--- src/rtl/tc_pkg.sv ---
// tc_pkg: shared register offsets, bit indices and reset constants for the tc timer family
package tc_pkg;
    localparam logic [4:0] OFF_CTRL   = 5'h00;
    localparam logic [4:0] OFF_STATUS = 5'h04;
    localparam logic [4:0] OFF_CMP    = 5'h08;
    localparam logic [4:0] OFF_PERIOD = 5'h0C;
    localparam logic [4:0] OFF_TIME   = 5'h10;
    localparam int CTRL_EN       = 0;
    localparam int CTRL_PERIODIC = 1;
    localparam int CTRL_IE       = 2;
    localparam int ST_PEND       = 0;
    localparam int ST_MISSED     = 1;
    localparam logic [31:0] CMP_RST = 32'hFFFF_FFFF;

    function automatic logic [31:0] merge_bytes(input logic [31:0] old_v, input logic [31:0] new_v,
                                                input logic [3:0] sel);
        logic [31:0] r;
        for (int i = 0; i < 4; i++) r[8*i +: 8] = sel[i] ? new_v[8*i +: 8] : old_v[8*i +: 8];
        return r;
    endfunction
endpackage

--- src/rtl/tc_alarm_if.sv ---
// tc_alarm_if: Wishbone classic bus bundle for the tc_alarm register window
interface tc_alarm_if #(parameter int AW = 17);
    logic [AW-1:0] adr;
    logic [31:0]   dat_i;
    logic [31:0]   dat_o;
    logic [3:0]    sel;
    logic          we;
    logic          cyc;
    logic          stb;
    logic [2:0]    cti;
    logic [1:0]    bte;
    logic          ack;
    logic          err;
    logic          rty;
    modport master (output adr, dat_i, sel, we, cyc, stb, cti, bte, input dat_o, ack, err, rty);
    modport slave  (input adr, dat_i, sel, we, cyc, stb, cti, bte, output dat_o, ack, err, rty);
endinterface

--- src/rtl/tc_alarm_regs.sv ---
// tc_alarm_regs: Wishbone decode, byte-lane merge, read mux and single-cycle ack generation
module tc_alarm_regs
    import tc_pkg::*;
#(
    parameter int AW = 17
) (
    input  logic        clk,
    input  logic        rst,
    tc_alarm_if.slave   wb,
    input  logic [2:0]  ctrl,
    input  logic [1:0]  status,
    input  logic [31:0] cmp,
    input  logic [31:0] period,
    input  logic [31:0] tc,
    output logic        wr_ctrl,
    output logic        wr_status,
    output logic        wr_cmp,
    output logic        wr_period,
    output logic [31:0] wdata,
    output logic [1:0]  w1c
);
    logic        ack_q, ack_d;
    logic [31:0] dat_q, dat_d, rd;
    logic [4:0]  off;
    logic        wr;
    logic        unused_ok;

    always_comb begin
        off       = {wb.adr[4:2], 2'b00};
        ack_d     = wb.cyc & wb.stb & ~ack_q;
        wr        = ack_d & wb.we;
        rd        = off == OFF_CTRL   ? {29'd0, ctrl}   :
                    off == OFF_STATUS ? {30'd0, status} :
                    off == OFF_CMP    ? cmp             :
                    off == OFF_PERIOD ? period          :
                    off == OFF_TIME   ? tc              : 32'd0;
        dat_d     = ack_d ? rd : 32'd0;
        // merging against the addressed register keeps unselected lanes intact
        wdata     = merge_bytes(rd, wb.dat_i, wb.sel);
        w1c       = wb.sel[0] ? wb.dat_i[1:0] : 2'b00;
        wr_ctrl   = wr && off == OFF_CTRL;
        wr_status = wr && off == OFF_STATUS;
        wr_cmp    = wr && off == OFF_CMP;
        wr_period = wr && off == OFF_PERIOD;
    end

    always_ff @(posedge clk) begin
        if (rst) begin
            ack_q <= 1'b0;
            dat_q <= 32'd0;
        end else begin
            ack_q <= ack_d;
            dat_q <= dat_d;
        end
    end

    assign wb.ack    = ack_q;
    assign wb.dat_o  = dat_q;
    assign wb.err    = 1'b0;
    assign wb.rty    = 1'b0;
    assign unused_ok = ^{wb.cti, wb.bte, wb.adr[AW-1:5], wb.adr[1:0]};
endmodule

--- src/rtl/tc_alarm.sv ---
// tc_alarm: compare/alarm unit raising a level interrupt when the tc count hits CMP
module tc_alarm
    import tc_pkg::*;
#(
    parameter int AW = 17
) (
    input  logic        clk,
    input  logic        rst,
    input  logic [31:0] tc_i,
    tc_alarm_if.slave   wb,
    output logic        irq_o
);
    logic [2:0]  ctrl_q, ctrl_d;
    logic [1:0]  status_q, status_d;
    logic [31:0] cmp_q, cmp_d, period_q, period_d;
    logic        irq_q, irq_d;
    logic        wr_ctrl, wr_status, wr_cmp, wr_period, match;
    logic [31:0] wdata;
    logic [1:0]  w1c;

    tc_alarm_regs #(.AW(AW)) u_regs (
        .clk      (clk),
        .rst      (rst),
        .wb       (wb),
        .ctrl     (ctrl_q),
        .status   (status_q),
        .cmp      (cmp_q),
        .period   (period_q),
        .tc       (tc_i),
        .wr_ctrl  (wr_ctrl),
        .wr_status(wr_status),
        .wr_cmp   (wr_cmp),
        .wr_period(wr_period),
        .wdata    (wdata),
        .w1c      (w1c)
    );

    always_comb begin
        match    = ctrl_q[CTRL_EN] && tc_i == cmp_q;
        ctrl_d   = ctrl_q;
        if (match && !ctrl_q[CTRL_PERIODIC]) ctrl_d[CTRL_EN] = 1'b0;
        if (wr_ctrl) ctrl_d = wdata[2:0];
        // software writes override the hardware reload and one-shot clear
        cmp_d    = wr_cmp ? wdata : (match && ctrl_q[CTRL_PERIODIC]) ? cmp_q + period_q : cmp_q;
        period_d = wr_period ? wdata : period_q;
        status_d = status_q & ~(wr_status ? w1c : 2'b00);
        if (match) begin
            status_d[ST_PEND]   = 1'b1;
            status_d[ST_MISSED] = status_d[ST_MISSED] | status_q[ST_PEND];
        end
        irq_d    = status_q[ST_PEND] & ctrl_q[CTRL_IE];
    end

    always_ff @(posedge clk) begin
        if (rst) begin
            ctrl_q   <= 3'd0;
            status_q <= 2'd0;
            cmp_q    <= CMP_RST;
            period_q <= 32'd0;
            irq_q    <= 1'b0;
        end else begin
            ctrl_q   <= ctrl_d;
            status_q <= status_d;
            cmp_q    <= cmp_d;
            period_q <= period_d;
            irq_q    <= irq_d;
        end
    end

    assign irq_o = irq_q;
endmodule

--- src/flat_wrapper.sv ---
// flat-port wrapper written by rule: the top's interface ports become plain ports
module tc_alarm_flat import tc_pkg::*;
#(
    parameter int AW = 17
)
  (clk, rst, tc_i, irq_o, wb_adr, wb_dat_i, wb_sel, wb_we, wb_cyc, wb_stb, wb_cti, wb_bte, wb_dat_o, wb_ack, wb_err, wb_rty);
  tc_alarm_if #(.AW(AW)) wb_i ();
  input  logic clk;
  input  logic rst;
  input  logic [31:0] tc_i;
  output logic irq_o;
  input wire logic [$bits(wb_i.adr)-1:0] wb_adr;
  input wire logic [$bits(wb_i.dat_i)-1:0] wb_dat_i;
  input wire logic [$bits(wb_i.sel)-1:0] wb_sel;
  input wire logic [$bits(wb_i.we)-1:0] wb_we;
  input wire logic [$bits(wb_i.cyc)-1:0] wb_cyc;
  input wire logic [$bits(wb_i.stb)-1:0] wb_stb;
  input wire logic [$bits(wb_i.cti)-1:0] wb_cti;
  input wire logic [$bits(wb_i.bte)-1:0] wb_bte;
  output wire logic [$bits(wb_i.dat_o)-1:0] wb_dat_o;
  output wire logic [$bits(wb_i.ack)-1:0] wb_ack;
  output wire logic [$bits(wb_i.err)-1:0] wb_err;
  output wire logic [$bits(wb_i.rty)-1:0] wb_rty;
  assign wb_i.adr = wb_adr;
  assign wb_i.dat_i = wb_dat_i;
  assign wb_i.sel = wb_sel;
  assign wb_i.we = wb_we;
  assign wb_i.cyc = wb_cyc;
  assign wb_i.stb = wb_stb;
  assign wb_i.cti = wb_cti;
  assign wb_i.bte = wb_bte;
  assign wb_dat_o = wb_i.dat_o;
  assign wb_ack = wb_i.ack;
  assign wb_err = wb_i.err;
  assign wb_rty = wb_i.rty;
  tc_alarm #(.AW(AW)) u_core (.clk(clk), .rst(rst), .tc_i(tc_i), .wb(wb_i), .irq_o(irq_o));
endmodule
--- config.mk ---
export PLATFORM = sky130hd
export DESIGN_NAME = tc_alarm_flat
export DESIGN_NICKNAME = d
export VERILOG_FILES = /design/src/rtl/tc_pkg.sv /design/src/rtl/tc_alarm_if.sv /design/src/rtl/tc_alarm_regs.sv /design/src/rtl/tc_alarm.sv /design/src/flat_wrapper.sv
export SDC_FILE = /design/constraint.sdc
export NUM_CORES = 1
export LEC_CHECK = 0
export ABC_CLOCK_PERIOD_IN_PS = 7400
export BUFFER_PORTS_ARGS = -buffer_cell sky130_fd_sc_hd__buf_4
export CAP_MARGIN = 30
export CORE_MARGIN = 2
export CORE_UTILIZATION = 30
export CTS_BUF_LIST = sky130_fd_sc_hd__clkbuf_16
export CTS_CLUSTER_SIZE = 28
export DETAILED_ROUTE_END_ITERATION = 12
export GPL_TIMING_DRIVEN = 1
export HOLD_SLACK_MARGIN = 0.03
export PLACE_DENSITY = 0.5
export SYNTH_ARGS = -nofsm -noshare
export SYNTH_HDL_FRONTEND = slang
export SYNTH_SLANG_ARGS = --single-unit
--- constraint.sdc ---
create_clock -name clk -period 7.4 [get_ports clk]
set_input_delay 1.48 -clock clk [delete_from_list [all_inputs] [get_ports clk]]
set_output_delay 1.48 -clock clk [all_outputs]
set_load 0.02 [all_outputs]
# Word-level counts from Yosys, hierarchy flattened
# Cells that the tools add are included.
# Widths: inputs -> output; s select.
# word_totals
output_inout_bits	36
n_memories	0
in_bits	95
ff_bits	103
latchBits	0
ramBits	0
mem_bits_ro	0
elab_cells	51
# classes
add_sub_neg	1
reduce_logical	12
shifts	0
mul	0
muxes	16
magnitude_cmp	0
eq_ne	5
div	0
bitwise_logic	9
# op_table
cell	n
$mux 32	7
$add 32x32->32	1
$eq 32x32->1	1
$mux 8	4
$logic_and 1x1->1	7
$eq 3x2->1 const B	2
$mux 2	3
$and 1x1->1	4
$reduce_bool 2->1	2
$eq 3x1->1 const B	1
$eq 3x3->1 const B	1
$logic_not 3->1	1
$and 2x2->2	1
$mux 1	2
$not 1->1	2
$not 2->2	1
$reduce_or 2->1	1
$logic_not 1->1	1
$or 1x1->1	1

# Longest topological paths before layout
# depth
word_depth	9
mapped_depth	12
mapped_depth_nobuf	11

# Hierarchy
# From an unflattened synthesis, not the netlist that was laid out.
# hier_totals
cells_unflattened	935
hier_area_um2	7383.3
# modules_own_cells
module	instances	cells_per_inst	area_each_um2	seq_area_each_um2
tc_alarm	1	601	4929.7	1401.3
tc_alarm_regs	1	334	2453.6	660.6

# Least setup slack after synthesis
# No wires, ideal clock.
# synth_path
path_type	input port to flip-flop
from	input port wb_adr[3]
to	register u_core.cmp_q[7]
setup_ps	120
path_slack_ps	3944
cell_stages	7
arrival_ps	3336
n_path_buf	3
required_ps	7280
cell_sequence	clkbuf_1 -> nor2b_1 -> clkbuf_1 -> nor3b_1 -> clkbuf_1 -> a21oi_1 -> a211o_2
# synth_between
elab_chain_len	8
word_cells_on_any_way	14
cone_classes	4 x eq/ne; 7 x mux; 3 x reduce/logical
# synth_rtl
element	line	text
from (decl)	flat_wrapper.sv:12	input wire logic [$bits(wb_i.adr)-1:0] wb_adr;
$eq 3x3->1	tc_alarm_regs.sv:36	off == OFF_TIME ? tc : 32'd0;
$mux 32	tc_alarm_regs.sv:36	
$mux 32	tc_alarm_regs.sv:35	off == OFF_PERIOD ? period :
$mux 32	tc_alarm_regs.sv:34	off == OFF_CMP ? cmp :
$mux 32	tc_alarm_regs.sv:33	off == OFF_STATUS ? {30'd0, status} :
$mux 32	tc_alarm_regs.sv:32	rd = off == OFF_CTRL ? {29'd0, ctrl} :
$mux 8	tc_pkg.sv:18	for (int i = 0; i < 4; i++) r[8*i +: 8] = sel[i] ? new_v[8*i +: 8] : old_v[8*i +: 8];
$mux 32	tc_alarm.sv:44	cmp_d = wr_cmp ? wdata : (match && ctrl_q[CTRL_PERIODIC]) ? cmp_q + period_q : cmp_q;
to (signal assigned)	tc_alarm.sv:64	cmp_q <= cmp_d;
to (decl)	tc_alarm.sv:15	logic [31:0] cmp_q, cmp_d, period_q, period_d;
# Parallel ways exist; a longest one is shown, timed or not.
# A chain may end at the register's enable or synchronous reset.

# Worst setup path after layout
# layout_path
from	input port tc_i[29]
to	register u_core.cmp_q[7]
# layout_between
elab_chain_len	4
# layout_rtl
element	line	text
from (decl)	flat_wrapper.sv:10	input logic [31:0] tc_i;
$eq 32x32->1	tc_alarm.sv:39	match = ctrl_q[CTRL_EN] && tc_i == cmp_q;
$logic_and 1x1->1	tc_alarm.sv:39	
$logic_and 1x1->1	tc_alarm.sv:44	
$reduce_bool 2->1 (no source line)	--	
# No other way between the ends.

==> flow_metrics.env <==
export IMPL_worstPathRequired_ns=7.71
export IMPL_drtPass1Iterations=4
export IMPL_yosys_area_top_type="dfxtp_1"
export IMPL_grt_pass1_wl_um=35800
export IMPL_p_clk_share_pct=37.3
export IMPL_antenna_found_initial=0
export IMPL_hpwlAfterDp_um=16400
export IMPL_synth_edf_count=0
export IMPL_seq_area_sq_um=2060
export IMPL_pin_count=131
export IMPL_grt_max_degree=43
export IMPL_via_per_inst=5.13
export IMPL_swShare_pct=28.6
export IMPL_yosys_top_cells_area="dfxtp_1 (31%), a21oi_1 (7.9%), nor2_1 (7.1%)"
export IMPL_synthAdderAreaFrac_pct=6.05
export IMPL_core_sq_um=22000
export IMPL_grt_pass1_vias=6243
export IMPL_synth_area_per_cell_sq_um=7.54
export IMPL_tritoncts="done"
export IMPL_clock_root_buffer="clkbuf_16"
export IMPL_cp_arrival_ns=4.44
export IMPL_fp_dieW_um=154
export IMPL_max_freq_mhz=242
export IMPL_fin_crit_sh_pct=55.9
export IMPL_cts_buffers=9
export IMPL_hold_viol=0
export IMPL_yosysWarnings=0
export IMPL_grt_remaining_overflow=0
export IMPL_ctsHtreeMaxLevel=3
export IMPL_antennaDiodeCount=0
export IMPL_routed_wl_um=22600
export IMPL_period_minus_slack_ns=4.13
export IMPL_nets=1094
export IMPL_critPathMaxFanout=27
export IMPL_pwr_share_seq_pct=46.4
export IMPL_ir_drop_mv=0.0774
export IMPL_clk_pin_slew_ns=0.07
export IMPL_hold_class="reg -> reg"
export IMPL_syn_area_sq_um=6740
export IMPL_worstHoldEndpoint="u_core.irq_o"
export IMPL_power_mw=1.21
export IMPL_drc=0
export IMPL_synthArstFlopShare_pct=0
export IMPL_synth_compound_area_share_pct=24.5
export IMPL_num_vias=6427
export IMPL_rrSetupSlack_ns=4.10
export IMPL_clk_latency_ns=0.36
export IMPL_slew_headroom_pct=37.4
export IMPL_syn_inst=894
export IMPL_gp_congestion=0.915
export IMPL_pwr_density_cell_nw_per_um2=151
export IMPL_rsz0062_at_grt="no"
export IMPL_skew_ns=0.00716
export IMPL_r2r_end="u_core.cmp_q[7]"
export IMPL_setup_viol=0
export IMPL_fp_dieH_um=154
export IMPL_synth_xor_area_share_pct=6.11
export IMPL_fin_tns_setup_ns=0
export IMPL_end_kind="flip-flop"
export IMPL_critical_path_class="in -> reg"
export IMPL_synth_seq_cells=103
export IMPL_mostFrequentLayoutCells="nor2_1 (127), buf_4 (116), a21oi_1 (106), dfxtp_1 (103), nand2_1 (94)"
export IMPL_syn_to_final_growth_pct=19.0
export IMPL_post_cts_buffers=0
export IMPL_multiInputGateArea_sq_um=4260
export IMPL_fillers=2354
export IMPL_ctsHoldBuffers=0
export IMPL_p_sw_mw=0.347
export IMPL_yosys_area_share_simple_pct=20.4
export IMPL_drt_iter0_drc=353
export IMPL_io_buffers=109
export IMPL_start_util_pct=30.7
export IMPL_timing_rr_start="u_core.cmp_q[23]"
export IMPL_r2r_cells=9
export IMPL_synth_ff_type="dfxtp_1"
export IMPL_synth_top_family_by_area="compound AO/OA/AOI/OAI gates"
export IMPL_drv_cap=0
export IMPL_status="finished clean"
export IMPL_yosysTopAreaCellShare_pct=30.6
export IMPL_hold_path_depth=2
export IMPL_dieArea_sq_um=23700
export IMPL_critPathLaunchType="input pin"
export IMPL_p_int_mw=0.868
export IMPL_layout_commonest_cell="nor2_1"
export IMPL_cts_buffer_depth=2
export IMPL_worst_pin_slew_ns=0.935
export IMPL_grt_total_usage_pct=19.3
export IMPL_wl_per_cell_um=18.0
export IMPL_core_rowCount=54
export IMPL_leakagePower_nw=3.61
export IMPL_yosysUniqueCellTypes=68
export IMPL_muxShareOfSynthArea_pct=5.83
export IMPL_pwr_share_comb_pct=16.3
export IMPL_holdCritStartpoint="u_core.ctrl_q[2]"
export IMPL_antenna_left=0
export IMPL_drive_gt1_share_pct=15.7
export IMPL_slew_viol_final=0
export IMPL_seq_area_frac_synth_pct=30.6
export IMPL_cp_startpoint="tc_i[29]"
export IMPL_cts_sinks=103
export IMPL_cts_resized_gates=0
synth_stat cells, types with 5 or more instances:
library cell and instances:
a211oi_1 9, nor2_1 127, nor2b_1 10, dfxtp_1 103, buf_1 5, a31oi_1 8, a21o_1 12, and3_1 5
o21bai_1 10, nand3_1 11, a211o_1 12, a21oi_1 106, xor2_1 27, nor4_1 6, nand4_1 7, nand2_1 95
or3_1 5, o21ai_0 32, a22oi_1 33, mux2i_1 37, o221ai_1 5, nor3_1 15, nand2b_1 7, buf_2 5
inv_1 49, ha_1 31, clkbuf_1 40, xnor2_1 20
flip-flops by register name (all words and copies together), names as in the netlist:
name                    count
u_core.u_regs.wb.ack        1
u_core.cmp_q               32
u_core.status_q             2
u_core.period_q            32
u_core.u_regs.wb.dat_o     32
u_core.irq_o                1
u_core.ctrl_q               3
per-layer routing:
metal	vias up	share of wire (%)	global-route usage, %
li1	3283	-	-
met1	2976	51	28.1
met2	149	43	29.5
met3	19	4.3	2.48
met4	0	1.8	6.01
met5	-	0	0
power groups by stage:
stage                     sequential (mW)  combinational, mW  clock [mW]
final                               0.564              0.198       0.454
after global routing                0.564              0.218       0.489
after CTS                           0.564              0.199       0.468
after detailed placement            0.577              0.198           0
after global placement              0.577              0.198           0
after floorplan                     0.579              0.117           0
logic make-up (layout without fill, tap and decap cells):
kind of cell	after synthesis	count (layout)
and+or+nand+nor	306	306
AOI/OAI and AO/OA	260	260
buffers and inverters	106	183
DFF	103	103
xor gates and xnor gates	47	47
muxes	39	39
adders and majority gates	32	32
other	1	2
through the flow:
stage	instance area (sq um)	hold slack, ns	utilization [%]	std cells	setup slack, ns
2_1_floorplan	6750	0.419	-	895	3.94
3_3_place_gp	7730	0.458	35.2	1235	2.88
3_5_place_dp	7760	0.464	35.3	1236	2.82
4_1_cts	8020	0.477	36.5	1252	3.20
5_1_grt	8020	0.515	36.5	1252	3.04
6_report	8020	0.472	36.5	1252	3.27
worst max-delay path, stage by stage:
cell     delay [ns]
buf_4          0.12
xnor2_1        0.36
nand4_1        0.14
or4_4          0.47
nor4_4         0.47
nand2_2        0.37
buf_4          0.36
or3_1          0.40
a21oi_1        0.15
a211o_2        0.11
final cells by class:
class                   count  area share (%)
flip-flops and latches    103            25.7
repair buffers            117            11.2
clock buffers               9            2.81
inverters                  50            2.34
clock inverters             7           0.499
well taps                 280            4.37
multi-input cells         686            53.1
how the worst max path moves through the flow:
stage	to	slack [ns]
3_5_place_dp	u_core.cmp_q[7]	2.82
6_report	u_core.cmp_q[7]	3.27
2_1_floorplan	u_core.cmp_q[7]	3.94
5_1_grt	u_core.cmp_q[7]	3.04
3_3_place_gp	u_core.cmp_q[7]	2.88
4_1_cts	u_core.cmp_q[7]	3.20
(Power assumes the default switching activity.)
